==> src/rtl/ntt_mem_pkg.sv <==
// Shared constants, FSM encoding and address helpers for the NTT coefficient memory port.
package ntt_mem_pkg;

  localparam int ADDR_W = 8;
  localparam int DATA_W = 16;
  localparam int DEPTH  = 256;
  localparam int CNT_W  = ADDR_W + 1;

  typedef enum logic [1:0] {
    ST_IDLE   = 2'd0,
    ST_LOAD   = 2'd1,
    ST_UNLOAD = 2'd2,
    ST_FIN    = 2'd3
  } state_t;

  function automatic logic [ADDR_W-1:0] bit_reverse(input logic [ADDR_W-1:0] a);
    logic [ADDR_W-1:0] r;
    for (int i = 0; i < ADDR_W; i++) begin
      r[i] = a[ADDR_W-1-i];
    end
    return r;
  endfunction

endpackage

==> src/rtl/ntt_bram_stream_port_if.sv <==
// Bundle of control, load/unload stream and BRAM port signals of the stream port.
// Handshake: a beat transfers on any rising edge where valid && ready; valid never waits on ready.
interface ntt_bram_stream_port_if import ntt_mem_pkg::*; ();

  logic              start_load;
  logic              start_unload;
  logic              busy;
  logic              done;
  logic              s_valid;
  logic              s_ready;
  logic [DATA_W-1:0] s_data;
  logic              m_valid;
  logic              m_ready;
  logic [DATA_W-1:0] m_data;
  logic              bram_we_a;
  logic [ADDR_W-1:0] bram_addr_a;
  logic [DATA_W-1:0] bram_din_a;
  logic              bram_we_b;
  logic [ADDR_W-1:0] bram_addr_b;
  logic [DATA_W-1:0] bram_dout_b;
  state_t            dbg_state;

  modport master (
    input  start_load, start_unload, s_valid, s_data, m_ready, bram_dout_b,
    output busy, done, s_ready, m_valid, m_data,
    output bram_we_a, bram_addr_a, bram_din_a, bram_we_b, bram_addr_b, dbg_state
  );

  modport slave (
    output start_load, start_unload, s_valid, s_data, m_ready, bram_dout_b,
    input  busy, done, s_ready, m_valid, m_data,
    input  bram_we_a, bram_addr_a, bram_din_a, bram_we_b, bram_addr_b, dbg_state
  );

endinterface

==> src/rtl/ntt_stream_fifo.sv <==
// Small synchronous FIFO with first-word-fall-through head; FIFO_DEPTH must be a power of 2.
module ntt_stream_fifo #(
  parameter  int FIFO_DEPTH = 4,
  parameter  int DATA_W     = 16,
  localparam int PTR_W      = $clog2(FIFO_DEPTH)
) (
  input  logic              clk,
  input  logic              rst,
  input  logic              i_push,
  input  logic [DATA_W-1:0] i_din,
  input  logic              i_pop,
  output logic [DATA_W-1:0] o_head,
  output logic [PTR_W:0]    o_count
);

  logic [DATA_W-1:0] r_mem [FIFO_DEPTH];
  logic [PTR_W-1:0]  r_wr_ptr;
  logic [PTR_W-1:0]  r_rd_ptr;
  logic [PTR_W:0]    r_count;
  logic              w_do_push;
  logic              w_do_pop;

  assign w_do_pop  = i_pop && (r_count != '0);
  assign w_do_push = i_push && ((r_count != (PTR_W+1)'(FIFO_DEPTH)) || w_do_pop);

  always_ff @(posedge clk) begin
    if (w_do_push) r_mem[r_wr_ptr] <= i_din;
  end

  always_ff @(posedge clk or posedge rst) begin
    if (rst) begin
      r_wr_ptr <= '0;
      r_rd_ptr <= '0;
      r_count  <= '0;
    end else begin
      if (w_do_push) r_wr_ptr <= r_wr_ptr + 1'b1;
      if (w_do_pop)  r_rd_ptr <= r_rd_ptr + 1'b1;
      case ({w_do_push, w_do_pop})
        2'b10:   r_count <= r_count + 1'b1;
        2'b01:   r_count <= r_count - 1'b1;
        default: ;
      endcase
    end
  end

  assign o_head  = r_mem[r_rd_ptr];
  assign o_count = r_count;

endmodule

==> src/rtl/ntt_bram_stream_port.sv <==
// Host stream <-> NTT coefficient BRAM engine: load via port A, unload via port B into an output FIFO.
// Define NTT_STREAM_BITREV_EN to unload in bit-reversed address order.
module ntt_bram_stream_port import ntt_mem_pkg::*; #(
  parameter int FIFO_DEPTH = 4
) (
  input  logic                  clk,
  input  logic                  rst,
  ntt_bram_stream_port_if.master bus
);

  localparam int FCNT_W = $clog2(FIFO_DEPTH) + 1;

  state_t            r_state;
  state_t            w_next;
  logic [CNT_W-1:0]  r_wr_cnt;
  logic [CNT_W-1:0]  r_rd_cnt;
  logic [CNT_W-1:0]  r_pop_cnt;
  logic              r_pend;
  logic [FCNT_W-1:0] w_fifo_count;
  logic [FCNT_W:0]   w_occupancy;
  logic [DATA_W-1:0] w_head;
  logic [ADDR_W-1:0] w_rd_addr;
  logic              w_beat;
  logic              w_issue;
  logic              w_m_valid;
  logic              w_pop;
  logic              w_last_beat;
  logic              w_last_pop;

`ifdef NTT_STREAM_BITREV_EN
  assign w_rd_addr = bit_reverse(r_rd_cnt[ADDR_W-1:0]);
`else
  assign w_rd_addr = r_rd_cnt[ADDR_W-1:0];
`endif

  // Registered occupancy plus the read still in the BRAM pipe; m_ready never feeds issue.
  assign w_occupancy = {1'b0, w_fifo_count} + (FCNT_W+1)'(r_pend);
  assign w_issue     = (r_state == ST_UNLOAD) && (r_rd_cnt < CNT_W'(DEPTH)) &&
                       (w_occupancy < (FCNT_W+1)'(FIFO_DEPTH));
  assign w_beat      = (r_state == ST_LOAD) && bus.s_valid;
  assign w_m_valid   = (w_fifo_count != '0);
  assign w_pop       = w_m_valid && bus.m_ready;
  assign w_last_beat = w_beat && (r_wr_cnt == CNT_W'(DEPTH - 1));
  assign w_last_pop  = w_pop && (r_pop_cnt == CNT_W'(DEPTH - 1));

  always_comb begin
    w_next = r_state;
    case (r_state)
      ST_IDLE: begin
        if (bus.start_load)        w_next = ST_LOAD;
        else if (bus.start_unload) w_next = ST_UNLOAD;
      end
      ST_LOAD:   if (w_last_beat) w_next = ST_FIN;
      ST_UNLOAD: if (w_last_pop)  w_next = ST_FIN;
      ST_FIN:    w_next = ST_IDLE;
      default:   w_next = ST_IDLE;
    endcase
  end

  always_ff @(posedge clk or posedge rst) begin
    if (rst) begin
      r_state   <= ST_IDLE;
      r_wr_cnt  <= '0;
      r_rd_cnt  <= '0;
      r_pop_cnt <= '0;
      r_pend    <= 1'b0;
    end else begin
      r_state <= w_next;
      r_pend  <= w_issue;
      if (r_state == ST_IDLE) begin
        r_wr_cnt  <= '0;
        r_rd_cnt  <= '0;
        r_pop_cnt <= '0;
      end else begin
        if (w_beat)  r_wr_cnt  <= r_wr_cnt + 1'b1;
        if (w_issue) r_rd_cnt  <= r_rd_cnt + 1'b1;
        if (w_pop)   r_pop_cnt <= r_pop_cnt + 1'b1;
      end
    end
  end

  ntt_stream_fifo #(
    .FIFO_DEPTH (FIFO_DEPTH),
    .DATA_W     (DATA_W)
  ) u_fifo (
    .clk     (clk),
    .rst     (rst),
    .i_push  (r_pend),
    .i_din   (bus.bram_dout_b),
    .i_pop   (w_pop),
    .o_head  (w_head),
    .o_count (w_fifo_count)
  );

  assign bus.busy        = (r_state == ST_LOAD) || (r_state == ST_UNLOAD);
  assign bus.done        = (r_state == ST_FIN);
  assign bus.s_ready     = (r_state == ST_LOAD);
  assign bus.m_valid     = w_m_valid;
  assign bus.m_data      = w_m_valid ? w_head : '0;
  assign bus.bram_we_a   = w_beat;
  assign bus.bram_addr_a = w_beat ? r_wr_cnt[ADDR_W-1:0] : '0;
  assign bus.bram_din_a  = w_beat ? bus.s_data : '0;
  assign bus.bram_we_b   = 1'b0;
  assign bus.bram_addr_b = w_issue ? w_rd_addr : '0;
  assign bus.dbg_state   = r_state;

endmodule

==> src/flat_wrapper.sv <==
// flat-port wrapper written by rule: the top's interface ports become plain ports
module ntt_bram_stream_port_flat import ntt_mem_pkg::*;
#(
  parameter int FIFO_DEPTH = 4
)
  (clk, rst, bus_start_load, bus_start_unload, bus_s_valid, bus_s_data, bus_m_ready, bus_bram_dout_b, bus_busy, bus_done, bus_s_ready, bus_m_valid, bus_m_data, bus_bram_we_a, bus_bram_addr_a, bus_bram_din_a, bus_bram_we_b, bus_bram_addr_b, bus_dbg_state);
  ntt_bram_stream_port_if bus_i ();
  input  logic clk;
  input  logic rst;
  input wire logic [$bits(bus_i.start_load)-1:0] bus_start_load;
  input wire logic [$bits(bus_i.start_unload)-1:0] bus_start_unload;
  input wire logic [$bits(bus_i.s_valid)-1:0] bus_s_valid;
  input wire logic [$bits(bus_i.s_data)-1:0] bus_s_data;
  input wire logic [$bits(bus_i.m_ready)-1:0] bus_m_ready;
  input wire logic [$bits(bus_i.bram_dout_b)-1:0] bus_bram_dout_b;
  output wire logic [$bits(bus_i.busy)-1:0] bus_busy;
  output wire logic [$bits(bus_i.done)-1:0] bus_done;
  output wire logic [$bits(bus_i.s_ready)-1:0] bus_s_ready;
  output wire logic [$bits(bus_i.m_valid)-1:0] bus_m_valid;
  output wire logic [$bits(bus_i.m_data)-1:0] bus_m_data;
  output wire logic [$bits(bus_i.bram_we_a)-1:0] bus_bram_we_a;
  output wire logic [$bits(bus_i.bram_addr_a)-1:0] bus_bram_addr_a;
  output wire logic [$bits(bus_i.bram_din_a)-1:0] bus_bram_din_a;
  output wire logic [$bits(bus_i.bram_we_b)-1:0] bus_bram_we_b;
  output wire logic [$bits(bus_i.bram_addr_b)-1:0] bus_bram_addr_b;
  output wire logic [$bits(bus_i.dbg_state)-1:0] bus_dbg_state;
  assign bus_i.start_load = bus_start_load;
  assign bus_i.start_unload = bus_start_unload;
  assign bus_i.s_valid = bus_s_valid;
  assign bus_i.s_data = bus_s_data;
  assign bus_i.m_ready = bus_m_ready;
  assign bus_i.bram_dout_b = bus_bram_dout_b;
  assign bus_busy = bus_i.busy;
  assign bus_done = bus_i.done;
  assign bus_s_ready = bus_i.s_ready;
  assign bus_m_valid = bus_i.m_valid;
  assign bus_m_data = bus_i.m_data;
  assign bus_bram_we_a = bus_i.bram_we_a;
  assign bus_bram_addr_a = bus_i.bram_addr_a;
  assign bus_bram_din_a = bus_i.bram_din_a;
  assign bus_bram_we_b = bus_i.bram_we_b;
  assign bus_bram_addr_b = bus_i.bram_addr_b;
  assign bus_dbg_state = bus_i.dbg_state;
  ntt_bram_stream_port #(.FIFO_DEPTH(FIFO_DEPTH)) u_core (.clk(clk), .rst(rst), .bus(bus_i));
endmodule
==> config.mk <==
export PLATFORM = sky130hd
export DESIGN_NAME = ntt_bram_stream_port_flat
export DESIGN_NICKNAME = d
export VERILOG_FILES = /design/src/rtl/ntt_mem_pkg.sv /design/src/rtl/ntt_bram_stream_port_if.sv /design/src/rtl/ntt_stream_fifo.sv /design/src/rtl/ntt_bram_stream_port.sv /design/src/flat_wrapper.sv
export SDC_FILE = /design/constraint.sdc
export NUM_CORES = 1
export LEC_CHECK = 0
export ABC_AREA = 1
export CAP_MARGIN = 20
export CORE_MARGIN = 10
export CORE_UTILIZATION = 30
export CTS_BUF_LIST = sky130_fd_sc_hd__clkbuf_8
export DETAILED_ROUTE_END_ITERATION = 16
export GPL_TIMING_DRIVEN = 0
export HOLD_SLACK_MARGIN = 0.05
export PLACE_DENSITY_LB_ADDON = 0.3
export SLEW_MARGIN = 10
export SYNTH_ARGS = -nofsm -noshare
export SYNTH_HDL_FRONTEND = slang
export SYNTH_SLANG_ARGS = --single-unit
==> constraint.sdc <==
create_clock -name clk -period 3.03 [get_ports clk]
set_clock_uncertainty 0.1 [all_clocks]
set_input_delay 0.7575 -clock clk [delete_from_list [all_inputs] [get_ports clk]]
set_output_delay 0.7575 -clock clk [all_outputs]
set_load 0.02 [all_outputs]
Yosys cells after proc, flatten, opt, wreduce, memory -nomap -nowiden:

Memory sizes are Yosys's and may differ from the RTL's.
Index checks and enable logic that the tools add are counted.

* equality and inequality tests: 11
* reduce and logical (&&, ||, !) cells: 17
* $add $sub $neg: 8
* multiplexer cells: 18
* order comparisons: 2

Operators by type and width (count)
* 9-bit 2-to-1 mux: 6
* 16-bit 2-to-1 mux: 2
* 9-bit by 1-bit adder with 9-bit output, second input constant: 3
* 9-bit by 8-bit equality test with 1-bit output, second input constant: 2
* 8-bit 2-to-1 mux: 2
* 9-bit less-than comparator, second input constant: 1
* 1-bit logical AND: 8
* 2-bit 2-to-1 mux: 4
* 2-bit case mux with 4 select lines: 1
* 2-bit nonzero test: 4
* 2-bit equality test, second input constant: 3
* 3-bit != test, second input constant: 2
* 3-bit case mux with 2 select lines: 1
* 2-bit by 1-bit adder with 2-bit output, second input constant: 2
* 3-bit by 1-bit adder with 4-bit output: 1
* 2-bit by 1-bit equality test with 1-bit output, second input constant: 2
* 4-bit by 3-bit less-than comparator with 1-bit output, second input constant: 1
* 2-bit by 1-bit != test with 1-bit output, second input constant: 2
* 3-bit by 1-bit adder with 3-bit output, second input constant: 1
* 3-bit AND reduction: 1
* 3-bit nonzero test: 1
* 3-bit by 1-bit subtractor with 3-bit output, second input constant: 1
* 2-bit zero test: 1
* 1-bit logical OR: 2
* 1-bit 2-to-1 mux: 2

* memory bits (writable): 64
* logic and storage cells: 65
* flip-flop bits (word level): 37
* output and inout port bits: 56
* input bits: 38
* memories kept: 1

Memories
* u_core.u_fifo.r_mem: depth 4, bits a word 16, rd ports 1, clocked after Yosys merged registers in 0, wr ports 1, RTL line ntt_stream_fifo.sv:16 `logic [DATA_W-1:0] r_mem [FIFO_DEPTH];`

Depth between registers and ports, before layout:

* depth after elaboration: 7
* gate-level depth with buffers: 11
* mapped depth without buffers: 11

By module:

From an unflattened synthesis, not the netlist that was laid out.

* cell total of the unflattened synthesis: 550
* area total of the unflattened synthesis: 4947.2 um^2

By module, submodules not included
* ntt_stream_fifo: cells an instance 211, sequential area each 2097.0 um^2, area each 2811.4 um^2, instances 1
* ntt_bram_stream_port: cells an instance 339, sequential area each 750.7 um^2, area each 2135.8 um^2, instances 1

Least setup slack after synthesis:

No wires, ideal clock.

* path kind: flip-flop to output port
* from: register u_core.r_state[1] (netlist: u_core.bus.dbg_state[1])
* to: output bus_bram_addr_a[1]
* data required time: 2173 ps
* arrival: 1643 ps
* path buffers: 2
* slack: 529 ps
* stages on the path, launching flop included: 7
* cells stage by stage: dfrtp_1 inv_1 ha_1 nand2_1 buf_2 buf_1 nor2_1

* word-level cells in the longest chain between the ends: 3

Ends and longest elaborated chain
* start: declaration: RTL line ntt_bram_stream_port.sv:13 `state_t r_state;`
* start signal: assignment: RTL line ntt_bram_stream_port.sv:68 `r_state <= w_next;`
* 2-bit by 1-bit equality test with 1-bit output
* via bus_s_ready: RTL line flat_wrapper.sv:18 `output wire logic [$bits(bus_i.s_ready)-1:0] bus_s_ready;`
* 1-bit logical AND: RTL line ntt_bram_stream_port.sv:40 `assign w_beat = (r_state == ST_LOAD) && bus.s_valid;`
* 8-bit 2-to-1 mux: RTL line ntt_bram_stream_port.sv:101 `assign bus.bram_addr_a = w_beat ? r_wr_cnt[ADDR_W-1:0] : '0;`
* end: declaration: RTL line flat_wrapper.sv:22 `output wire logic [$bits(bus_i.bram_addr_a)-1:0] bus_bram_addr_a;`

The timed path passes the listed nets, and every way through them passes these cells.

Final worst setup path:

* from: input bus_s_valid
* to: output bus_bram_we_a

* word-level cells in the longest chain between the ends: 1

Ends and longest elaborated chain
* start: declaration: RTL line flat_wrapper.sv:12 `input wire logic [$bits(bus_i.s_valid)-1:0] bus_s_valid;`
* 1-bit logical AND: RTL line ntt_bram_stream_port.sv:40
* end: declaration: RTL line flat_wrapper.sv:21 `output wire logic [$bits(bus_i.bram_we_a)-1:0] bus_bram_we_a;`

Every way passes these cells.

==> results.md <==
| Group | Result | Reported |
|---|---|---|
| outcome | Run status | finished, final reports clean |
| sta | Highest achievable clock rate | 0.345 GHz |
| global routing | Most crowded layer after global routing | met2 |
| route | Remaining antenna violation count after routing | 0 |
| power | PnR Total Power | 5.02 mW |
| sta | Part of the cycle the worst path needs | 95.7% |
| clocking | Clock H-tree levels | 3 |
| route | Number of design-rule violations left by the first detailed-router iteration | 186 |
| route | Total DRC errors in the routed layout | 0 |
| clocking | Number of buffers created by CTS | 9 |
| critical path | Critical path type | in -> out |
| cells and area | Final Core Density | 39.2% |
| cells and area | Layout cell share with drive strength beyond 1 | 12.8% |
| sta | Max-slew violation count | 0 |
| route | Final WL | 12600 µm |
| placed design | Half-perimeter wire length of the detailed placement result | 9070 µm |
| route | Mean routed wirelength per cell | 14.4 µm |
| cells and area | Layout overhead on the synthesized area | 27.1% |
| clocking | CTS tree | done |
| critical path | Critical path launch point type | input pin |
| critical path | Required time of the critical path | 2.17 ns |
| placed design | Routability cong. | 0.809 |
| cells and area | Final design instance area without fill | 6240 µm² |
| cells and area | Number of filler instances in the final layout | 1604 |
| critical path | Critical path's largest stage delay | 0.48 ns |
| global routing | Grt met3 use | 3.85% |
| route | DRT Pass-1 Iters | 5 |
| cells and area | # diodes | 0 |
| synthesis | Sequential fraction of the synthesis area | 58.0% |
| placed design | Post-Place Cell Area | 6190 µm² |
| synthesis | Number of flip-flops and latches in the synthesized netlist | 101 |
| global routing | Met1 Usage GRT | 13.8% |
| synthesis | Post-Synthesis Mean Instance Area | 9.03 µm² |
| global routing | Via count of the first global-routing pass | 4086 |
| power | Standby leakage power | 2.73 nW |
| route | Vias per cell | 4.62 |
| critical path | Data arrival at the endpoint of the critical path | 2.04 ns |
| global routing | GRT overflow | 0 |
| clocking | Source-to-sink clock delay at the later pin of the worst-skew pair | 0.37 ns |
| critical path | Buffer and inverter count on the worst path | 4 |
| floorplan | DIE HEIGHT | 148 µm |
| global routing | Met2 Use GR | 19.5% |
| critical path | Dominant delay contributor by cell family on the critical path | buffers and inverters |
| synthesis | Yosys warning total | 0 |
| floorplan | Effective utilization at floorplan | 30.8% |
| sta | Setup violation total in the final timing report | 0 |
| global routing | Pin count of the biggest net entering global routing | 34 |
| clocking | Max Root-Sink Buffers | 2 |
| synthesis | Post-Synthesis Net Count | 596 |
| cells and area | Sequential cell area | 2850 µm² |
| power | PwrDens | 804 nW/µm² |
| synthesis | Netlist area before placement | 4910 µm² |
| sta | Crit path time final | 2.90 ns |
| clocking | Clk pin slew, worst setup/hold paths | 0.10 ns |
| global routing | Number of antenna violations at the first check in global routing | 0 |
| power | Largest voltage drop on the vdd net | 0.388 mV |
| cells and area | Post-layout nets | 705 |
| critical path | Crit path capture type | output pin |
| critical path | Cell-by-cell trace of the critical path | clkdlybuf4s50_1, nand2_1, buf_2, inv_1, dlygate4sd2_1 |
| global routing | All-Layer GR Usage | 11.5% |
| flow run | Max-capacitance violation count | 0 |
| sta | Total count of hold-check failures in the final report | 0 |
| synthesis | Number of distinct standard cells referenced by the synthesized netlist | 31 |
| floorplan | Std-Cell Rows | 46 |
| placed design | Total of buffers placed on input and output ports | 92 |
| sta | Unrepaired setup endpoints after global routing | no |
| clocking | Number of sinks handled by clock tree synthesis | 101 |
| critical path | Biggest fanout along the worst timing path | 10 |
| floorplan | Horizontal die dimension | 148 µm |
| clocking | Master cell of the clock root buffer | sky130_fd_sc_hd__clkbuf_8 |
| floorplan | Num ports | 94 |
| min path | Type of the most critical hold path | reg -> reg |
| synthesis | Cell count after synthesis | 544 |
| route | Count of vias placed by the detailed router | 4039 |
| floorplan | Core area | 15900 µm² |
| critical path | Cell with the largest stage delay on the worst path | sky130_fd_sc_hd__clkdlybuf4s50_1 |
| cells and area | Multi-input combinational cell area | 1680 µm² |
| floorplan | Area of the die | 21900 µm² |
| global routing | First-pass GRT wire length | 20700 µm |
worst reg2reg max path, delay by kind of cell (launching register included):
family,cells,cell delay [ns]
adders and majority gates,2,0.36
buffers and inverters,1,0.05
DFF,1,0.39
and+or+nand+nor,8,1.01
synthesized netlist by cell type:
cell type	instances	area, µm²
sky130_fd_sc_hd__nor2_2	3	18.8
sky130_fd_sc_hd__clkbuf_1	4	15.0
sky130_fd_sc_hd__nand4_1	21	131
sky130_fd_sc_hd__dfrtp_1	37	926
sky130_fd_sc_hd__buf_2	9	45.0
sky130_fd_sc_hd__xnor2_1	1	8.76
sky130_fd_sc_hd__buf_4	4	30.0
sky130_fd_sc_hd__buf_1	2	7.51
sky130_fd_sc_hd__nand2_1	77	289
sky130_fd_sc_hd__inv_4	1	6.26
sky130_fd_sc_hd__nor2_4	2	22.5
sky130_fd_sc_hd__o21ai_1	6	30.0
sky130_fd_sc_hd__o21ai_2	1	8.76
sky130_fd_sc_hd__conb_1	1	3.75
sky130_fd_sc_hd__nor2_1	122	458
sky130_fd_sc_hd__xor2_1	2	17.5
sky130_fd_sc_hd__inv_2	5	18.8
sky130_fd_sc_hd__nand2_4	1	11.3
sky130_fd_sc_hd__nor3_1	5	25.0
sky130_fd_sc_hd__a21oi_1	21	105
sky130_fd_sc_hd__o21ai_0	40	200
sky130_fd_sc_hd__o21bai_1	1	7.51
sky130_fd_sc_hd__o31ai_1	2	15.0
sky130_fd_sc_hd__o22ai_1	1	6.26
sky130_fd_sc_hd__edfxtp_1	64	1920
sky130_fd_sc_hd__inv_1	72	270
sky130_fd_sc_hd__or2_1	1	6.26
sky130_fd_sc_hd__nand2_2	1	6.26
sky130_fd_sc_hd__nand3_1	23	115
sky130_fd_sc_hd__ha_1	13	163
sky130_fd_sc_hd__fa_1	1	20.0
logic make-up after synthesis:
logic type | Yosys count | synth area share, %
XOR/XNOR | 3 | 0.535
buffers and inverters | 97 | 8.00
other | 1 | 0.0764
AO/OA/AOI/OAI | 72 | 7.59
flip-flops | 101 | 58.0
adder cells (fa/ha/maj) | 14 | 3.72
AND/OR/NAND/NOR | 256 | 22.1
power by group:
part	switching (mW)	internal [mW]	total [mW]
Sequential	0.112	1.66	1.77
Combinational	1.62	0.843	2.46
Clock	0.483	0.300	0.784
per-layer routing:
metal  vias to the layer above  routed length (µm)
li1                       1988                   -
met4                         0                 134
met5                         -                   0
met3                         9                 875
met1                      1912                5730
met2                       130                5890
path summary, 6_finish.rpt:
path	startpoint	to	slack [ns]	cells past startpoint
max reg2reg	u_core.r_pop_cnt[0]$_DFFE_PP0P_	u_core.bus.dbg_state[1]$_DFFE_PP0P_	1.02	11
max	bus_s_valid	bus_bram_we_a	0.13	5
min reg2reg	u_core.r_pop_cnt[8]$_DFFE_PP0P_	u_core.r_pop_cnt[8]$_DFFE_PP0P_	0.41	2
max in group asynchronous	rst	u_core.bus.dbg_state[1]$_DFFE_PP0P_	1.93	3
min in group asynchronous	rst	u_core.r_rd_cnt[5]$_DFFE_PP0P_	0.48	2
min	u_core.r_pop_cnt[8]$_DFFE_PP0P_	u_core.r_pop_cnt[8]$_DFFE_PP0P_	0.41	2
cell type report:
cell class | instances | share of cell area (%)
sequential | 101 | 45.6
multi-input combinational | 346 | 26.9
timing repair buffer | 98 | 13.8
inverter | 78 | 4.79
tap | 216 | 4.33
clock buffer | 9 | 1.98
buffer | 19 | 1.76
clock inverter | 7 | 0.782
flip-flops by register name, summed over array words and instances, names as in the netlist:
signal,cells
u_core.bus.dbg_state,2
u_core.r_pend,1
u_core.r_pop_cnt,9
u_core.r_rd_cnt,9
u_core.r_wr_cnt,9
u_core.u_fifo.o_count,3
u_core.u_fifo.r_mem,64
u_core.u_fifo.r_rd_ptr,2
u_core.u_fifo.r_wr_ptr,2
what timing repair did:
item / 4_1_cts / 5_1_grt
cloned: 0 / 0
setup endpoints to repair: 48 / 26
endpoints found under the hold margin: 0 / 0
hold buffers: 0 / 0
resized for setup: 69 / 39
buffers inserted: 1 / 0
placed cells by master (no fill, tap or decap), types with 13 or more instances in the layout:
cell type                         instances
sky130_fd_sc_hd__a21oi_1                 21
sky130_fd_sc_hd__clkbuf_2                28
sky130_fd_sc_hd__clkdlybuf4s50_1         43
sky130_fd_sc_hd__dfrtp_1                 36
sky130_fd_sc_hd__dlygate4sd2_1           23
sky130_fd_sc_hd__edfxtp_1                64
sky130_fd_sc_hd__ha_1                    13
sky130_fd_sc_hd__inv_1                   71
sky130_fd_sc_hd__nand2_1                 77
sky130_fd_sc_hd__nand3_1                 23
sky130_fd_sc_hd__nand4_1                 21
sky130_fd_sc_hd__nor2_1                 118
sky130_fd_sc_hd__o21ai_0                 40
per-stage QoR:
stage	hold slack, ns	TNS (ns)	cells	setup WS (ns)
4_1_cts	0.400	0	874	0.000489
2_1_floorplan	0.352	0	544	0.529
3_5_place_dp	0.376	-7.43	857	-0.362
5_1_grt	0.433	0	874	0.00931
6_report	0.409	0	874	0.130
3_3_place_gp	0.367	-20.56	852	-0.336
No activity file was read; power rests on OpenSTA's default activity.
